==> src/rtl/wb_port_arbiter.sv <==
// Register-file write-port arbiter: pipeline WB stage vs. buffered MDU results.
// Optional: define WB_X0_FILTER_EN to suppress rf_we for writes to x0.
module wb_port_arbiter #(
    parameter int unsigned DEPTH    = 2,
    parameter int unsigned MAX_WAIT = 4,
    parameter int unsigned CNT_W    = 3
) (
    input  logic        clk,
    input  logic        rst,
    input  logic        pipe_valid,
    input  logic [4:0]  pipe_waddr,
    input  logic [1:0]  pipe_wbsel,
    input  logic [31:0] pipe_pc,
    input  logic [31:0] pipe_alu,
    input  logic [31:0] pipe_dm,
    output logic        pipe_stall,
    input  logic        mdu_valid,
    input  logic [4:0]  mdu_waddr,
    input  logic [31:0] mdu_wdata,
    output logic        mdu_ready,
    output logic        rf_we,
    output logic [4:0]  rf_waddr,
    output logic [31:0] rf_wdata
);

    localparam int unsigned PW = (DEPTH > 1) ? $clog2(DEPTH) : 1;
    localparam logic [PW:0]      FULL_CNT = (PW+1)'(DEPTH);
    localparam logic [CNT_W-1:0] WAIT_MAX = CNT_W'(MAX_WAIT);

    typedef enum logic {ST_NORMAL, ST_FORCE} state_e;

    state_e            state_q, state_d;
    logic [4:0]        fifo_addr_q [DEPTH];
    logic [31:0]       fifo_data_q [DEPTH];
    logic [PW-1:0]     wr_ptr_q, rd_ptr_q;
    logic [PW:0]       count_q, count_d;
    logic [CNT_W-1:0]  wait_q, wait_d;
    logic              rf_we_q, rf_we_d;
    logic [4:0]        rf_waddr_q, rf_waddr_d;
    logic [31:0]       rf_wdata_q, rf_wdata_d;

    logic              fifo_empty, fifo_full, push, pop;
    logic              grant_pipe, grant_fifo;
    logic [31:0]       pipe_data;

    assign fifo_empty = (count_q == '0);
    assign fifo_full  = (count_q == FULL_CNT);
    assign mdu_ready  = !fifo_full;
    assign push       = mdu_valid && mdu_ready;
    assign pop        = grant_fifo;
    assign pipe_stall = (state_q == ST_FORCE);

    always_comb begin
        case (pipe_wbsel)
            2'd0:    pipe_data = pipe_pc + 32'd4;
            2'd1:    pipe_data = pipe_alu;
            2'd2:    pipe_data = pipe_dm;
            default: pipe_data = '0;
        endcase
    end

    always_comb begin
        grant_pipe = 1'b0;
        grant_fifo = 1'b0;
        state_d    = ST_NORMAL;
        wait_d     = '0;
        count_d    = count_q;
        rf_we_d    = 1'b0;
        rf_waddr_d = rf_waddr_q;
        rf_wdata_d = rf_wdata_q;

        if (state_q == ST_FORCE) begin
            grant_fifo = !fifo_empty;
        end else if (pipe_valid) begin
            grant_pipe = 1'b1;
        end else begin
            grant_fifo = !fifo_empty;
        end

        if (grant_pipe) begin
            rf_waddr_d = pipe_waddr;
            rf_wdata_d = pipe_data;
        end else if (grant_fifo) begin
            rf_waddr_d = fifo_addr_q[rd_ptr_q];
            rf_wdata_d = fifo_data_q[rd_ptr_q];
        end
`ifdef WB_X0_FILTER_EN
        rf_we_d = (grant_pipe || grant_fifo) && (rf_waddr_d != '0);
`else
        rf_we_d = grant_pipe || grant_fifo;
`endif

        case ({push, pop})
            2'b10:   count_d = count_q + 1'b1;
            2'b01:   count_d = count_q - 1'b1;
            default: count_d = count_q;
        endcase

        // Starvation is judged on the pre-push occupancy of this cycle.
        if (fifo_empty || grant_fifo) begin
            wait_d = '0;
        end else if (wait_q != WAIT_MAX) begin
            wait_d = wait_q + 1'b1;
        end else begin
            wait_d = wait_q;
        end

        if (state_q == ST_NORMAL && wait_d == WAIT_MAX) begin
            state_d = ST_FORCE;
        end
    end

    always_ff @(posedge clk or posedge rst) begin
        if (rst) begin
            state_q    <= ST_NORMAL;
            wr_ptr_q   <= '0;
            rd_ptr_q   <= '0;
            count_q    <= '0;
            wait_q     <= '0;
            rf_we_q    <= 1'b0;
            rf_waddr_q <= '0;
            rf_wdata_q <= '0;
        end else begin
            state_q    <= state_d;
            count_q    <= count_d;
            wait_q     <= wait_d;
            rf_we_q    <= rf_we_d;
            rf_waddr_q <= rf_waddr_d;
            rf_wdata_q <= rf_wdata_d;
            if (push) wr_ptr_q <= wr_ptr_q + PW'(1);
            if (pop)  rd_ptr_q <= rd_ptr_q + PW'(1);
        end
    end

    always_ff @(posedge clk) begin
        if (push) begin
            fifo_addr_q[wr_ptr_q] <= mdu_waddr;
            fifo_data_q[wr_ptr_q] <= mdu_wdata;
        end
    end

    assign rf_we    = rf_we_q;
    assign rf_waddr = rf_waddr_q;
    assign rf_wdata = rf_wdata_q;

endmodule

==> config.mk <==
export PLATFORM = sky130hd
export DESIGN_NAME = wb_port_arbiter
export DESIGN_NICKNAME = d
export VERILOG_FILES = /design/src/rtl/wb_port_arbiter.sv
export SDC_FILE = /design/constraint.sdc
export NUM_CORES = 1
export LEC_CHECK = 0
export ABC_CLOCK_PERIOD_IN_PS = 7200
export BUFFER_PORTS_ARGS = -buffer_cell sky130_fd_sc_hd__buf_2
export CORE_UTILIZATION = 56
export CTS_CLUSTER_SIZE = 10
export DETAILED_ROUTE_END_ITERATION = 16
export GPL_TIMING_DRIVEN = 0
export PLACE_DENSITY = 0.9
export SYNTH_ARGS = -nofsm -noshare
export SYNTH_HDL_FRONTEND = slang
export SYNTH_SLANG_ARGS = --single-unit
==> constraint.sdc <==
create_clock -name clk -period 7.2 [get_ports clk]
set_input_delay 0.72 -clock clk [delete_from_list [all_inputs] [get_ports clk]]
set_output_delay 0.72 -clock clk [all_outputs]
set_load 0.01 [all_outputs]
==> flow_metrics.env <==
export IMPL_synth_fp_nets=666
export IMPL_power_total_mw=2.69
export IMPL_synth_cell_types=56
export IMPL_syn2layout_area_growth_pct=28.5
export IMPL_leakage_nw=3.20
export IMPL_final_min_clock_period_ns=2.20
export IMPL_grt_max_degree=38
export IMPL_reg2reg_depth=5
export IMPL_grt_overflow=0
export IMPL_grt_pass1_wl_microns=28600
export IMPL_max_slew_margin=0.343
export IMPL_dieArea_sq_um=11000
export IMPL_fin_tns_setup_ns=0
export IMPL_cp_slowest_stage_delay_ns=0.57
export IMPL_path_class="register to register"
export IMPL_final_setup_viol_count=0
export IMPL_routabilityCongestion=0.942
export IMPL_rsz0062_at_grt="false"
export IMPL_grt_usage=0.351
export IMPL_vias=5411
export IMPL_portBuffers=181
export IMPL_clk_latency_ns=0.52
export IMPL_cp_cell_sequence="nor2b_1 > clkbuf_1 > clkbuf_1 > clkbuf_1 > o21ai_0"
export IMPL_post_route_period_util=0.306
export IMPL_r2r_start="pipe_stall$_DFF_PP0_"
export IMPL_critPathRequiredTime_ns=7.58
export IMPL_drv_cap=0
export IMPL_cp_max_fo=10
export IMPL_numCtsBuffers=17
export IMPL_hold_path_class="primary input to asynchronous set/reset pin"
export IMPL_ys_ff_latch=120
export IMPL_cts_max_level=4
export IMPL_rrSetupSlack_ns=5.00
export IMPL_cp_num_buf_inv=3
export IMPL_timing_rr_end="rf_waddr[1]$_DFFE_PP0P_"
export IMPL_wirelength_microns=18700
export IMPL_path_clk_slew_ns=0.06
export IMPL_cp_data_arrival_time_ns=2.58
export IMPL_final_nets=868
export IMPL_ctsResizeCount=0
export IMPL_dpl_hpwl_microns=13500
export IMPL_drive_gt1_frac=0.325
export IMPL_final_max_slew_viol_count=0
export IMPL_die_x_microns=105
export IMPL_yosysSeqAreaShare=0.570
export IMPL_crit_top_cell="clkbuf_1"
export IMPL_avgRoutedWirePerCell_microns=21.6
export IMPL_worst_pin_slew_ns=0.985
export IMPL_powerDensity_nw_per_um2=353
export IMPL_dr_first_iter_drc_count=487
export IMPL_antenna_found_initial=2
export IMPL_clock_sinks=120
export IMPL_hold_viol_final=0
export IMPL_netlist_area_sq_um=5920
export IMPL_status="finished, final reports clean"
export IMPL_end_kind="register"
export IMPL_syn_avg_cell_area_sq_um=11.4
export IMPL_postCtsSetupBuffers=0
export IMPL_ys_warn_count=0
export IMPL_synth_top_area_share=0.375
export IMPL_core_area_sq_um=10300
export IMPL_start_kind="register"
export IMPL_async_flop_share=0.383
export IMPL_start_util=0.576
export IMPL_max_freq_mhz=454
export IMPL_fp_dieH_microns=105
export IMPL_synth_edf_count=74
export IMPL_cts_root_buf="clkbuf_8"
export IMPL_synth_largest_area_cell="edfxtp_1"
export IMPL_synth_top_flop_cell="edfxtp_1"
export IMPL_synth_most_common_cell="edfxtp_1"
export IMPL_antenna_cells=0
export IMPL_syn_instance_count=518
export IMPL_first_pass_iters=8
export IMPL_synth_area_leaders="edfxtp_1 38%, dfrtp_1 19%, mux2i_1 7.1%, nand2_1 2.9%, o21ai_0 2.8%"
export IMPL_rows=37
export IMPL_nFillCells=705
export IMPL_clock_path_buffers=2
export IMPL_grt_pass1_vias=5412
export IMPL_vdd_drop_max_uv=219
export IMPL_viasPerCell=6.23
export IMPL_cts_tree="built"
export IMPL_yosys_top_cells_count="74 x edfxtp_1, 46 x dfrtp_1, 46 x nand2_1"
export IMPL_pin_count=184
export IMPL_clock_skew_ns=0.00983
export IMPL_cp_slowest_cell="clkbuf_1"
export IMPL_ctsHoldBuffers=0
export IMPL_ant_nets=0
export IMPL_drc_errors=0
export IMPL_cpLargestDelayFamily="buffers and inverters"
==> cells by family after synthesis <==
family                   share of synthesized area
adder cells (fa/ha/maj)                    0.00845
flip-flops                                   0.570
multiplexers                                0.0710
XOR/XNOR                                    0.0370
AO/OA/AOI/OAI                                0.151
AND/OR/NAND/NOR                              0.134
buffers and inverters                       0.0285
==> how the worst max path moves through the flow <==
stage | slack, ns | from | depth (start not counted) | end
after floorplan | 4.39 | mdu_valid | 2 | fifo_addr_q[0][0]$_DFFE_PP_
after detailed placement | 4.59 | pipe_wbsel[0] | 6 | rf_wdata[22]$_DFFE_PP0P_
after CTS | 5.05 | pipe_stall$_DFF_PP0_ | 5 | rf_waddr[1]$_DFFE_PP0P_
final | 5.00 | pipe_stall$_DFF_PP0_ | 5 | rf_waddr[1]$_DFFE_PP0P_
after global placement | 3.38 | mdu_valid | 3 | fifo_data_q[0][0]$_DFFE_PP_
after global routing | 4.83 | pipe_stall$_DFF_PP0_ | 5 | rf_waddr[2]$_DFFE_PP0P_
==> layer usage <==
layer	global-route usage	vias to the layer above	wire length (microns)
met5	0	-	9
met4	0.155	2	540
met3	0.101	44	2210
met2	0.599	400	9460
met1	0.413	2570	6520
li1	-	2395	-
==> power by group <==
group	switching (mW)	internal, mW
clock network	0.324	0.480
logic	0.524	0.319
registers	0.0987	0.941
total	0.947	1.74
==> final cells by class <==
| type | count | area (sq um) | share of cell area |
|---|---|---|---|
| Buffer | 31 | 135 | 0.0178 |
| Clock buffer | 20 | 445 | 0.0586 |
| Clock inverter | 12 | 115 | 0.0151 |
| Inverter | 9 | 33.8 | 0.00444 |
| Multi-Input combinational cell | 358 | 2390 | 0.314 |
| Sequential cell | 120 | 3370 | 0.443 |
| Tap cell | 136 | 170 | 0.0224 |
| Timing Repair Buffer | 183 | 946 | 0.124 |
==> cell usage in the layout (no fill, tap or decap), types with 9 or more instances in the layout <==
master	count
edfxtp_1	74
clkbuf_16	16
nor2_1	33
nand2_1	46
dfrtp_1	46
a21oi_1	30
clkbuf_1	17
o211ai_1	13
a221oi_1	12
nand3_1	14
buf_2	189
xor2_1	9
mux2i_1	42
xnor2_1	16
o21ai_0	33
a22oi_1	9
nand4_1	9
==> through the flow <==
stage               worst slack [ns]  hold WS, ns  cell area (sq um)   util  instances
floorplan                       4.39        0.460               5920      -        518
global placement                3.38        0.476               7000  0.681        835
detailed placement              4.59        0.522               7050  0.686        837
CTS                             5.05        0.191               7610  0.740        869
global route                    4.83        0.195               7610  0.740        869
finish                          5.00        0.180               7610  0.740        869
==> sequential cells by signal (all words and copies together) (netlist names) <==
name and flops:
wait_q 3, rf_we 1, count_q 2, pipe_stall 1, rf_waddr 5, fifo_data_q 64
rd_ptr_q 1, wr_ptr_q 1, fifo_addr_q 10, rf_wdata 32
(Power assumes the default switching activity.)
